[src/rtl/z3_bus_master.sv]
// Zorro III bus initiator: runs one longword read/write bus cycle per
// REQ/ACK handshake (arbitration, address phase, FCS_n, data phase, termination).
module z3_bus_master #(
    parameter int unsigned TIMEOUT = 255,
    parameter logic [2:0]  FC_VAL  = 3'b101
) (
    input  logic        clk_i,
    input  logic        rst_i,
    input  logic        req_i,
    input  logic        rw_i,
    input  logic [29:0] addr_i,
    input  logic [31:0] wdata_i,
    input  logic [3:0]  be_i,
    output logic        ack_o,
    output logic        err_o,
    output logic [31:0] rdata_o,
    output logic        br_n_o,
    input  logic        bg_n_i,
    output logic        bgack_n_o,
    output logic [5:0]  a_out_o,
    output logic [31:0] ad_out_o,
    input  logic [31:0] ad_in_i,
    output logic        ad_oe_o,
    output logic        a_oe_o,
    output logic        read_o,
    output logic [2:0]  fc_o,
    output logic        fcs_n_o,
    output logic [3:0]  ds_o,
    output logic        doe_o,
    input  logic        dtack_n_i,
    input  logic        berr_n_i
);

    localparam int unsigned     CNT_W    = 8;
    localparam logic [CNT_W-1:0] CNT_LAST = CNT_W'(TIMEOUT - 1);

    typedef enum logic [2:0] {
        IDLE = 3'd0,
        ARB  = 3'd1,
        ADDR = 3'd2,
        STRB = 3'd3,
        DATA = 3'd4,
        TERM = 3'd5
    } state_t;

    state_t             state_q;
    logic               bg_meta_q, bg_sync_q;
    logic               dtack_meta_q, dtack_sync_q;
    logic               berr_meta_q, berr_sync_q;
    logic               rw_q;
    logic [3:0]         be_q;
    logic [31:0]        wdata_q;
    logic [CNT_W-1:0]   cnt_q;
    logic               ack_q, err_q, br_n_q, bgack_n_q, ad_oe_q, a_oe_q;
    logic               read_q, fcs_n_q, doe_q;
    logic [31:0]        rdata_q, ad_out_q;
    logic [5:0]         a_out_q;
    logic [2:0]         fc_q;
    logic [3:0]         ds_q;
    logic               done_c;

    // Two-flop synchronisers for the asynchronous bus inputs
    always_ff @(posedge clk_i) begin
        if (rst_i) begin
            bg_meta_q    <= 1'b1;
            bg_sync_q    <= 1'b1;
            dtack_meta_q <= 1'b1;
            dtack_sync_q <= 1'b1;
            berr_meta_q  <= 1'b1;
            berr_sync_q  <= 1'b1;
        end else begin
            bg_meta_q    <= bg_n_i;
            bg_sync_q    <= bg_meta_q;
            dtack_meta_q <= dtack_n_i;
            dtack_sync_q <= dtack_meta_q;
            berr_meta_q  <= berr_n_i;
            berr_sync_q  <= berr_meta_q;
        end
    end

    // Data phase ends on bus error, acknowledge, or the last timeout cycle
    assign done_c = !berr_sync_q || !dtack_sync_q || (cnt_q == CNT_LAST);

    // Bus sequencer with registered pin outputs
    always_ff @(posedge clk_i) begin
        if (rst_i) begin
            state_q   <= IDLE;
            rw_q      <= 1'b0;
            be_q      <= 4'h0;
            wdata_q   <= 32'h0;
            cnt_q     <= '0;
            ack_q     <= 1'b0;
            err_q     <= 1'b0;
            rdata_q   <= 32'h0;
            br_n_q    <= 1'b1;
            bgack_n_q <= 1'b1;
            a_out_q   <= 6'h0;
            ad_out_q  <= 32'h0;
            ad_oe_q   <= 1'b0;
            a_oe_q    <= 1'b0;
            read_q    <= 1'b0;
            fc_q      <= 3'b000;
            fcs_n_q   <= 1'b1;
            ds_q      <= 4'hF;
            doe_q     <= 1'b0;
        end else begin
            case (state_q)
                IDLE: begin
                    if (req_i) begin
                        rw_q     <= rw_i;
                        be_q     <= be_i;
                        wdata_q  <= wdata_i;
                        a_out_q  <= addr_i[5:0];
                        ad_out_q <= {addr_i[29:6], 8'h00};
                        br_n_q   <= 1'b0;
                        state_q  <= ARB;
                    end
                end
                ARB: begin
                    // Wait indefinitely for the grant
                    if (!bg_sync_q) begin
                        bgack_n_q <= 1'b0;
                        br_n_q    <= 1'b1;
                        a_oe_q    <= 1'b1;
                        ad_oe_q   <= 1'b1;
                        read_q    <= rw_q;
                        fc_q      <= FC_VAL;
                        state_q   <= ADDR;
                    end
                end
                ADDR: begin
                    fcs_n_q <= 1'b0;
                    state_q <= STRB;
                end
                STRB: begin
                    ds_q    <= ~be_q;
                    doe_q   <= 1'b1;
                    ad_oe_q <= ~rw_q;
                    if (!rw_q) begin
                        ad_out_q <= wdata_q;
                    end
                    cnt_q   <= '0;
                    state_q <= DATA;
                end
                DATA: begin
                    cnt_q <= cnt_q + CNT_W'(1);
                    if (done_c) begin
                        // BERR takes priority; DTACK high here means timeout
                        err_q <= !berr_sync_q || dtack_sync_q;
                        if (berr_sync_q && !dtack_sync_q && rw_q) begin
                            rdata_q <= ad_in_i;
                        end
                        ack_q     <= 1'b1;
                        fcs_n_q   <= 1'b1;
                        ds_q      <= 4'hF;
                        doe_q     <= 1'b0;
                        ad_oe_q   <= 1'b0;
                        a_oe_q    <= 1'b0;
                        bgack_n_q <= 1'b1;
                        state_q   <= TERM;
                    end
                end
                TERM: begin
                    ack_q   <= 1'b0;
                    err_q   <= 1'b0;
                    state_q <= IDLE;
                end
                default: state_q <= IDLE;
            endcase
        end
    end

    assign ack_o     = ack_q;
    assign err_o     = err_q;
    assign rdata_o   = rdata_q;
    assign br_n_o    = br_n_q;
    assign bgack_n_o = bgack_n_q;
    assign a_out_o   = a_out_q;
    assign ad_out_o  = ad_out_q;
    assign ad_oe_o   = ad_oe_q;
    assign a_oe_o    = a_oe_q;
    assign read_o    = read_q;
    assign fc_o      = fc_q;
    assign fcs_n_o   = fcs_n_q;
    assign ds_o      = ds_q;
    assign doe_o     = doe_q;

endmodule

[config.mk]
export PLATFORM = sky130hd
export DESIGN_NAME = z3_bus_master
export DESIGN_NICKNAME = d
export VERILOG_FILES = /design/src/rtl/z3_bus_master.sv
export SDC_FILE = /design/constraint.sdc
export NUM_CORES = 1
export LEC_CHECK = 0
export CAP_MARGIN = 20
export CORE_MARGIN = 2
export CORE_UTILIZATION = 40
export CTS_CLUSTER_DIAMETER = 80
export DETAILED_ROUTE_END_ITERATION = 12
export PLACE_DENSITY = 0.76
export SLEW_MARGIN = 20
export SYNTH_ARGS = -nofsm -noshare
export SYNTH_HDL_FRONTEND = slang
export SYNTH_SLANG_ARGS = --single-unit
[constraint.sdc]
create_clock -name clk_i -period 1.85 [get_ports clk_i]
set_input_delay 0.185 -clock clk_i [delete_from_list [all_inputs] [get_ports clk_i]]
set_output_delay 0.185 -clock clk_i [all_outputs]
set_load 0.01 [all_outputs]
Word-level counts from Yosys, hierarchy flattened. Cells that the tools add are included.

Register bits: 138. Input port bits: 105. Output and inout port bits: 86. Word-level logic and storage cells: 89.

$add $sub $neg: 1. Equality and inequality tests: 10. Multiplexer cells: 24. Bitwise operators: 3. Reduce and logical (&&, ||, !) cells: 26.

Operators by type and width (number): $mux 32 (2); $pmux 32 s2 (1); $reduce_and 3->1 (6); $pmux 8 s2 (1); $pmux 3 s5 (1); $pmux 1 s2 (7); $reduce_bool 2->1 (6); $reduce_and 2->1 (5); $mux 3 (3); $add 8x1->8 const B (1); $eq 8x8->1 const B (1); $ne 2x2->1 const B (4); $pmux 4 s2 (1); $eq 3x2->1 const B (2); $eq 3x3->1 const B (2); $mux 1 (6); $mux 4 (1); $not 4->4 (1); $eq 3x1->1 const B (1); $logic_not 3->1 (1); $logic_or 1x1->1 (3); $pmux 1 s3 (1); $reduce_bool 3->1 (1); $logic_and 1x1->1 (2); 2 further kinds (4).

Depth between registers and ports, before layout.
Depth in word-level cells: 5. Mapped depth: 7. Gate-level depth less buffers: 6.

Least setup slack after synthesis. No wires, ideal clock.

Kind: register to register. Start: reg state_q[1]. End: reg cnt_q[6]. Library setup time: 65 ps. Arrival time: 1654 ps. Required time: 1785 ps. Path slack: 131 ps. Stages on the path, launching flop included: 7. Buffers on the path: 2. Clock period less this slack: 1719 ps. Cells stage by stage: dfxtp_1 > buf_6 > or3b_1 > buf_6 > nor4_1 > mux2_2 > nor2_1.

Word-level cells in the longest chain between the ends: 2. Elaborated cells between the ends (all ways): 4. Those cells by class: eq/ne: 2; mux: 1; reduce/logical: 1.

RTL lines: start, declared (line 46) `state_t state_q;`; start signal, assigned (line 87) `state_q <= IDLE;`; start signal, assigned (line 116) `state_q <= ARB;`; start signal, assigned (line 128) `state_q <= ADDR;`; $eq 3x3->1 or $eq 3x2->1 (tied branches) (line 107) `case (state_q)`; $pmux 8 s2 or $reduce_bool 2->1 (tied branches); end signal, assigned (line 146) `cnt_q <= cnt_q + CNT_W'(1);`; end, declared (line 53) `logic [CNT_W-1:0] cnt_q;`.

Several ways; a longest one is shown, not always the timed one. A chain may end at the register's enable or synchronous reset.

Final worst setup path.
Start: reg cnt_q[0]. End: reg ds_q[2] (netlist: ds_o[2]).

Word-level cells in the longest chain between the ends: 4.

RTL lines: $eq 8x8->1 (line 82) `assign done_c = !berr_sync_q || !dtack_sync_q || (cnt_q == CNT_LAST);`; $logic_or 1x1->1 (line 82); $ne 2x2->1 (no source line); $reduce_and 2->1 (no source line); end signal, assigned (line 136) `ds_q <= ~be_q;`; end, declared (line 59) `logic [3:0] ds_q;`.

Every way passes these cells.

==> summary.md <==
| Metric | Value |
|---|---|
| Status | `completed` |
| Later-pin clock latency in the skew report | `0.41 ns` |
| Router iterations before antenna repair | `6` |
| Area Overhead vs Synth | `54.2%` |
| Initial antenna violation count | `1` |
| Mapped Cells | `between 600 and 700` |
| Clock Path Buffers | `2` |
| Gpl congestion | `0.839` |
| Cell with the most instances after synthesis | `nand2_1` |
| CTS tree | `done` |
| RSZ-0062 raised after global routing | `no` |
| Critical path origin | `cnt_q[0]` |
| Seq cells post-synth | `~140` |
| Pin count of the biggest net entering global routing | `87` |
| Post-synth EDFFs | `0` |
| Leakage | `3.10 nW` |
| # diodes | `0` |
| Synth Area in Compound Gates | `15.0%` |
| DRC | `0` |
| Post-Place Cell Area | `0.00733 mm^2` |
| Max-cap violations | `0` |
| Via count | `4,980` |
| Worst r2r src | `cnt_q[0]` |
| Xor/xnor share of the synthesized area | `0%` |
| HP Start | `ad_in_i[4]` |
| DRT Wirelength | `around 15,000 um` |
| CTS buffer count | `17` |
| Final Util | `a little under two thirds` |
| Period utilization | `95.5%` |
| Critical path type | `reg -> reg` |
| I/O Pins | `~190` |
| DP HPWL | `10,400 um` |
| Top-area cell type share of the netlist area | `53.0%` |
| CP max stage cell | `dfxtp_1` |
| Worst slew pin tran | `0.866 ns` |
| Die area | `0.0140 mm^2` |
| Wire per inst | `~15 um` |
| Worst Skew | `0.00779 ns` |
| Setup crit end kind | `flop` |
| Prevailing post-synth register cell | `dfxtp_1` |
| Die width | `~120 um` |
| Vias in the first global route | `~4,800` |
| Worst path cell trace | `inv_1 > ha_1 > nand4_1 > o211ai_1 > and2_0 > or3_1` |
| Total power | `7.52 mW` |
| Tmin final | `1.77 ns` |
| Register area share after synthesis | `53.0%` |
| Starting density of the core | `41.1%` |
| Worst path required time | `2.14 ns` |
| Clock H-tree levels | `4` |
| Post-synthesis mux area share | `5.23%` |
| Finished layout cell area | `0.00804 mm^2` |
| Main combinational cell family by area after synthesis | `simple AND/OR/NAND/NOR gates` |
| Synth cell count leaders | `nand2_1 (170), dfxtp_1 (138), a21oi_1 (98), nor2_1 (41), clkbuf_1 (29)` |
| PortBufs | `189` |
| Unique masters post-synth | `41` |
| Syn nets | `728` |
| Setup violators final | `0` |
| Setup tns final | `0 ns` |
| YS warnings | `0` |
| Die height | `118 um` |
| Row count | `~40` |
| Mapped Area | `0.00521 mm^2` |
| Post-synth top area cell | `dfxtp_1` |
| Total gr overflow | `0` |
| Post-DR vias/cell | `approximately 5.0` |
| HP Class | `in -> reg` |
| CP Buf/Inv Count | `1` |
| Final hold viol count | `0` |
| CTS root buf | `clkbuf_16` |
| Initial DRC Count | `between 300 and 400` |
| FILL cells | `1,070` |
| Post-DRT Antenna Nets | `0` |
| Worst EP arrival | `2.05 ns` |
| Final Max Tran Viols | `0` |
| Simple-gate share of the synthesized area | `21.2%` |
| CTS clk-pin slew, worst paths | `approximately 0.06 ns` |
| Area occupied by multi-input gates | `0.00222 mm^2` |
| Nets | `918` |
| Critical path's top delay family | `simple AND/OR/NAND/NOR gates` |
| Core area | `0.0127 mm^2` |
| Clock Sinks | `138` |
| Power Density | `936 mW/mm^2` |
| Slowest cell delay on critical path | `0.41 ns` |
| Startpoint Class | `flop` |
| WHS | `0.318 ns` |
| Max VDD drop | `617 uV` |
| Sequential Area | `roughly 0.0028 mm^2` |
| Post-synthesis adder-cell area fraction | `less than 1%` |
| Total GRT Usage | `21.3%` |
| Crit-path max FO | `7` |
| Share of layout cells above drive strength 1 | `10.2%` |
| Synth Area per Inst | `8.39 um^2` |
| First-pass GRT wire length | `approximately 24,000 um` |
| Fmax achieved | `0.566 GHz` |
| Asr flop ratio synth | `0%` |
| Area contributors post-synth | `dfxtp_1 (53%), nand2_1 (12%), a21oi_1 (9.4%)` |
| Rel. slew slack | `~42%` |
## power by group
| part | internal (mW) | leakage, nW | switching (mW) |
|---|---|---|---|
| clock network | 2.26 | 0.305 | 1.23 |
| registers | 3.11 | 1.13 | 0.0754 |
| logic | 0.476 | 1.67 | 0.373 |
| total | 5.84 | 3.10 | 1.68 |
## repair_timing
action	CTS	global route
buffers inserted	0	3
hold buffers	0	0
hold endpoints to repair	0	0
setup endpoints to repair	3	36
pin swaps	0	1
gates cloned	1	0
gates resized for setup	2	5
## kinds of logic after synthesis
group           after synthesis
flops                       138
fa+ha+maj                     2
buf+inv                      56
other cells                   1
compound gates              138
simple gates                259
mux                          27
## worst paths after layout
check / slack (ns) / to / depth (start not counted)
max: 0.08 / ds_o[2] / 6
min: 0.32 / rdata_o[4] / 3
max reg2reg: 0.08 / ds_o[2] / 6
min reg2reg: 0.41 / bg_sync_q / 1
## metal layers
metal / share of wire (%) / global-route usage, %
met5: 0.087 / 0
met1: 42 / 24.9
met3: 6.7 / 7.09
met2: 50 / 36.1
met4: 1.3 / 7.91
## worst register-to-register path: stages, from the launching register on
cell and delay (ns):
dfxtp_1 0.41, inv_1 0.07, ha_1 0.20, nand4_1 0.12, o211ai_1 0.13, and2_0 0.33
or3_1 0.40
## area by class of cell
| class | count | area share, % |
|---|---|---|
| flip-flops and latches | 138 | 34.4 |
| multi-input cells | 427 | 27.6 |
| clock buffers | 21 | 5.98 |
| well taps | 172 | 2.68 |
| repair buffers | 221 | 27.3 |
| clock inverters | 11 | 1.78 |
| inverters | 6 | 0.280 |
## state kept, by name, summed over array words and instances (netlist names), 3 cells and up
| signal | count |
|---|---|
| a_out_o | 6 |
| ad_out_o | 32 |
| be_q | 4 |
| cnt_q | 8 |
| ds_o | 4 |
| rdata_o | 32 |
| state_q | 3 |
| wdata_q | 32 |
## layout by cell type, fill, tap and decap left out, types with 3 or more instances in the layout
master	netlist	routed
or3_1	4	4
nor2_1	41	41
nand2b_1	3	3
inv_1	6	6
buf_4	6	29
or2_2	7	7
dfxtp_2	0	3
bufinv_16	0	3
a21oi_1	98	98
clkdlybuf4s50_1	0	188
nand2_1	170	170
clkbuf_8	0	4
clkbuf_16	0	17
buf_12	0	3
o21ai_0	6	6
clkinv_2	0	4
dfxtp_1	138	135
nor3_1	4	4
a211oi_1	27	26
mux2i_1	25	25
nand3_1	13	13
## per-stage QoR
step | std cells | setup WS [ns]
4_1_cts | 993 | 0.0210
5_1_grt | 996 | 0.00398
3_5_place_dp | 960 | -0.213
2_1_floorplan | 621 | 0.131
6_report | 996 | 0.0831
3_3_place_gp | 960 | -0.119
Power figures use the tool's default switching activity.
==> edit 1 (config.mk and constraints unchanged) <==
Make the reset (`rst_i`) asynchronous in 2 clocked blocks.
--- a/src/rtl/z3_bus_master.sv
+++ b/src/rtl/z3_bus_master.sv
@@ -60,7 +60,7 @@
     logic               done_c;
 
     // Two-flop synchronisers for the asynchronous bus inputs
-    always_ff @(posedge clk_i) begin
+    always_ff @(posedge clk_i or posedge rst_i) begin
         if (rst_i) begin
             bg_meta_q    <= 1'b1;
             bg_sync_q    <= 1'b1;
@@ -82,7 +82,7 @@
     assign done_c = !berr_sync_q || !dtack_sync_q || (cnt_q == CNT_LAST);
 
     // Bus sequencer with registered pin outputs
-    always_ff @(posedge clk_i) begin
+    always_ff @(posedge clk_i or posedge rst_i) begin
         if (rst_i) begin
             state_q   <= IDLE;
             rw_q      <= 1'b0;
Function: differs if rst_i is asserted again (counterexample within 4 cycles, from zero or initial values and one cycle with rst_i high); with rst_i held inactive, the same outputs for 4 cycles.
==> edit 1 against the original RTL <==
  * Sequential cell count unchanged
  * Synthesized area up 6.0%
  * Highest routed layer is now met4
  * Setup slack worse by 0.036 ns
  * Critical endpoint is now ad_out_o[24]
  * Routed wire length down 4.1%
  * Design area up 4.7%
  * Non-clock buffer count down 5
  * Via count down 14%
  * Synthesized cell count down 28%
  * Clock skew down 0.00072 ns
Power is not compared: it rests on default switching activity, and its combinational part moved more than twofold at a synthesized area within 25%.
==> edit 1: results (changes against the original RTL) <==
Clocking
  • Count of H-tree levels built during CTS: 4 (unchanged)
  • Worst-case clock buffer depth: 2 (unchanged)
  • CTS root buffer: sky130_fd_sc_hd__clkbuf_16
  • Clock latency of the later-clocked register in the worst-skew pair: 0.42 ns
  • Clk slew on worst S/H paths: 0.06 ns (about the same)

Synth
  • Per-instance average area after synthesis: 12.3 µm² (+47%)
  • Async SR Flop Fraction: 100% (+100 points)
  • Top cells by instance count after synthesis: sky130_fd_sc_hd__dfrtp_1, sky130_fd_sc_hd__nand2_1, sky130_fd_sc_hd__mux2_2, sky130_fd_sc_hd__nor2_1, sky130_fd_sc_hd__a31oi_1
  • Number of warning messages in the yosys log: 0 (unchanged)
  • Synthesized Nets: 556 (-24%)
  • Yosys cell types: 41 (unchanged)
  • Portion of the post-synthesis area used by sequential elements: 62.8% (+9.8 points)
  • Dominant cells by area after synthesis: sky130_fd_sc_hd__dfrtp_1, sky130_fd_sc_hd__mux2_2, sky130_fd_sc_hd__dfstp_2

Placement
  • Routability-driven placement congestion ratio: 0.798 (-4.9%)
  • Pre-CTS setup slack: -0.112 ns (+0.101 ns)
  • Half-perimeter wire length after detailed placement: 9490 µm (-8.8%)
  • Number of cells after detailed placement: 808 (-16%)

GRT
  • Vias in the first global route: 4,429 (-8.1%)
  • Total routing usage reported by global routing: 19.0% (-2.3 points)
  • First-pass GRT wire length: 21,800 µm (-8.3%)
  • Pin count of the biggest net entering global routing: 66 (-24%)
  • Number of antenna violations at the first check in global routing: 0 (-1)

Timing
  • Setup skew after layout: 0.00707 ns (-0.000715 ns)

Setup path
  • Largest driver fanout on the critical path: 16 (+9)
  • Data arrival time of the critical path: 2.15 ns (+0.10 ns)

Min path
  • Type of the tightest min-delay check: primary input to flip-flop

Final layout
  • Proportion of layout cells with a drive suffix above 1: 21.0% (+11 points)
  • Post-layout nets: 765 (-17%)
  • Non-filler instance count after layout: 847 (-15%)
  • Number of diodes added for antenna fixing: 0 (unchanged)

Routing
  • First-pass iteration count of the detailed router: 4 (-2)
  • Aggregate routed wire length: 14,400 µm (-4.1%)
  • Detailed router's first-iteration violation count: 177 (-55%)
  • Vias per cell: 5.07 (+1.3%)

Power and ir drop
  • Fraction of power spent switching nets: 31.1%
  • VDD IR-drop max: 1.04 mV

Run status
  • Status: finished, final reports clean
edit 1: worst max-delay path, cell delays in order (launching register included):
cell	delay [ns]
sky130_fd_sc_hd__dfrtp_1	0.41
sky130_fd_sc_hd__buf_4	0.18
sky130_fd_sc_hd__or3b_4	0.39
sky130_fd_sc_hd__a21oi_4	0.22
sky130_fd_sc_hd__buf_12	0.15
sky130_fd_sc_hd__clkbuf_16	0.18
sky130_fd_sc_hd__nor2_1	0.06
sky130_fd_sc_hd__a31oi_1	0.13
edit 1: per-stage QoR:
stage                     area [µm²]  setup TNS (ns)  total power [mW]  util [%]
after floorplan                 5530           -5.69              7.59         -
after global placement          7710        -0.00265              9.99      57.8
after detailed placement        7710           -1.60              10.2      57.8
after CTS                       8270               0              13.5      62.0
after global routing            8410        -0.00477              14.5      63.0
final                           8410               0              13.7      63.0
edit 1: layout make-up:
class	count	area [µm²]
Fill cell	1058	4930
Sequential cell	138	3470
Timing Repair Buffer	216	2250
Multi-Input combinational cell	272	1870
Clock buffer	23	458
Tap cell	176	220
Clock inverter	9	97.6
Inverter	13	52.6
edit 1: path summary, 6_finish.rpt:
kind                               from            to  slack [ns]  depth (start not counted)
max                          state_q[1]  ad_out_o[24]        0.05                          7
min                            berr_n_i   berr_meta_q        0.17                          1
max reg2reg                  state_q[1]  ad_out_o[24]        0.05                          7
min reg2reg                dtack_meta_q  dtack_sync_q        0.36                          0
max in group asynchronous         rst_i       ds_o[2]        1.28                          3
min in group asynchronous         rst_i       be_q[0]        0.25                          3
edit 1: power by group through the flow:
stage          sequential, mW  clock, mW  combinational (mW)
5_1_grt                  5.26       3.42                5.87
2_1_floorplan            5.36          0                2.23
6_report                 5.09       3.22                5.42
3_3_place_gp             5.04          0                4.95
4_1_cts                  5.08       3.27                5.15
3_5_place_dp             5.12          0                5.12
edit 1: logic make-up after synthesis:
group | share of synthesized area (%)
AO/OA/AOI/OAI | 6.61
adder cells (fa/ha/maj) | 0.453
buffers and inverters | 3.51
flip-flops | 62.8
multiplexers | 15.7
other | 0.0679
AND/OR/NAND/NOR | 10.9
edit 1: per-layer routing:
layer / wire length (µm) / track usage [%] / up-vias / share of wire, %
met2: 7000 / 31.3 / 182 / 49
met1: 5990 / 23.3 / 2125 / 42
met3: 1130 / 6.13 / 26 / 7.9
met5: 0 / 0 / - / 0
li1: - / - / 1959 / -
met4: 251 / 7.47 / 0 / 1.7
edit 1: repair_timing:
item	CTS	global route
pin swaps	0	2
setup endpoints to repair	2	4
gates resized for setup	1	1
gates cloned	0	5
buffers inserted	0	2
==> edit 2 (same flow settings) <==
Without the edit above. Change the localparam `CNT_W` from 8 to 12.
--- a/src/rtl/z3_bus_master.sv
+++ b/src/rtl/z3_bus_master.sv
@@ -31,7 +31,7 @@
     input  logic        berr_n_i
 );
 
-    localparam int unsigned     CNT_W    = 8;
+    localparam int unsigned     CNT_W    = 12;
     localparam logic [CNT_W-1:0] CNT_LAST = CNT_W'(TIMEOUT - 1);
 
     typedef enum logic [2:0] {
Behaviour: no difference found for any inputs over 4 cycles, from zero or initial values and one cycle with rst_i high; that may be too few to reach the edited logic, so the function may still have changed.
==> edit 2 against the original RTL <==
  * Routed wire length increased by 3.6%
  * Design area grew 1.5%
  * Total power down 2.6%
  * Combinational power is 6.1% lower
  * Sequential cell count rose by 4
  * Setup slack better by 0.11 ns
  * Synthesized area increased by 4.7%
  * Clock power shrank 6.3%
==> edit 2: results (changes against the original RTL) <==
Final layout
  • Post-layout nets: 961 (+4.7%)
  • Multi-input gates: 472 (+11%)
  • Sequential standard cell area: 2840 µm² (+2.8%)
  • Final-layout clock-cell area share: 6.84% (-0.91 points)
  • # fillers: 1,179 (+10%)
  • Count of buffers not belonging to the clock network in the layout: 215 (-2.7%)
  • Clk_buf instances: 23 (+9.5%)
  • Proportion of layout cells with a drive suffix above 1: 7.74% (-2.5 points)
  • Multi-input logic portion of the cell area: 28.7% (+1.1 points)

Setup path
  • Data arrival time of the critical path: 2.00 ns (-0.05 ns)
  • Worst Reg2Reg Path Length in Cells: 7 (+1)
  • Largest driver fanout on the critical path: 32 (+25)
  • Slack of the worst reg-to-reg path: 0.19 ns (+0.11 ns)
  • Start point of the critical path: state_q[1]

Synth
  • Portion of the post-synthesis area used by sequential elements: 52.1% (-0.93 points)
  • Flip-flop and latch count after synthesis: 142 (+2.9%)
  • Synthesized Nets: 781 (+7.3%)
  • Yosys cell types: 52 (+27%)
  • Top cells by instance count after synthesis: sky130_fd_sc_hd__nand2_1, sky130_fd_sc_hd__dfxtp_1, sky130_fd_sc_hd__a21oi_1, sky130_fd_sc_hd__nor2_1, sky130_fd_sc_hd__clkbuf_1
  • Dominant cells by area after synthesis: sky130_fd_sc_hd__dfxtp_1, sky130_fd_sc_hd__nand2_1, sky130_fd_sc_hd__a21oi_1
  • Portion of netlist area occupied by mux cells: 0.390% (-4.8 points)
  • Fraction of the mapped netlist area in compound gates: 16.8% (+1.8 points)
  • Post-Synth Adder-Cell Area: 0.458% (-0.022 points)

Routing
  • Top routing layer in use: met4
  • Average wire length per cell after detail routing: 14.9 µm (-1.0%)
  • Detailed router's first-iteration violation count: 365 (-6.4%)
  • First-pass iteration count of the detailed router: 5 (-1)
  • Met1 routed wirelength after detailed routing: 6750 µm (+6.8%)

GRT
  • Total routing usage reported by global routing: 21.4% (+0.081 points)
  • Vias in the first global route: 5,011 (+4.0%)
  • First-pass GRT wire length: 24,500 µm (+3.1%)
  • Number of antenna violations at the first check in global routing: 0 (-1)
  • Met3 global-route usage: 7.88% (+0.78 points)
  • Global routing usage on met2: 33.4% (-2.7 points)
  • GR Layer Usage met1: 26.8% (+1.9 points)
  • Pin count of the biggest net entering global routing: 51 (-41%)

Min path
  • Capture endpoint of the worst hold path: wdata_q[23]
  • Worst Min Path Start: rst_i
  • Depth of the worst hold-timing path: 2 (-1)

Run status
  • Status: finished, final reports clean

Clocking
  • Post-cts sizing count: 0 (-2)

Power and ir drop
  • Leak pwr: 2.97 nW (-4.0%)
  • VDD IR-drop max: 0.651 mV (+5.5%)

Placement
  • Half-perimeter wire length after detailed placement: 10,500 µm (+1.4%)
  • Routability-driven placement congestion ratio: 0.808 (-3.7%)

Timing
  • Final-layout worst hold slack: 0.254 ns (-0.0642 ns)
-- edit 2: worst max-delay path: stages, from the launching register on --
cell and delay (ns):
sky130_fd_sc_hd__dfxtp_1 0.31, sky130_fd_sc_hd__buf_4 0.18, sky130_fd_sc_hd__nor3b_2 0.26, sky130_fd_sc_hd__buf_12 0.17, sky130_fd_sc_hd__and3_1 0.21, sky130_fd_sc_hd__buf_12 0.20
sky130_fd_sc_hd__nand2_1 0.09, sky130_fd_sc_hd__a21oi_1 0.16
-- edit 2: through the flow --
step                cells  instance area (µm²)  power, mW  setup slack (ns)
floorplan             674                 5460       3.66             0.273
global placement     1011                 7590       4.10            -0.179
detailed placement   1011                 7590       4.12            -0.260
CTS                  1042                 8150       7.37            0.0408
global route         1042                 8150       7.58            0.0694
finish               1042                 8150       7.33             0.189
-- edit 2: power by group --
part / total (mW) / internal, mW / switching (mW)
sequential: 3.26 / 3.19 / 0.0695
clock: 3.27 / 2.03 / 1.24
combinational: 0.797 / 0.448 / 0.349
total: 7.33 / 5.67 / 1.66
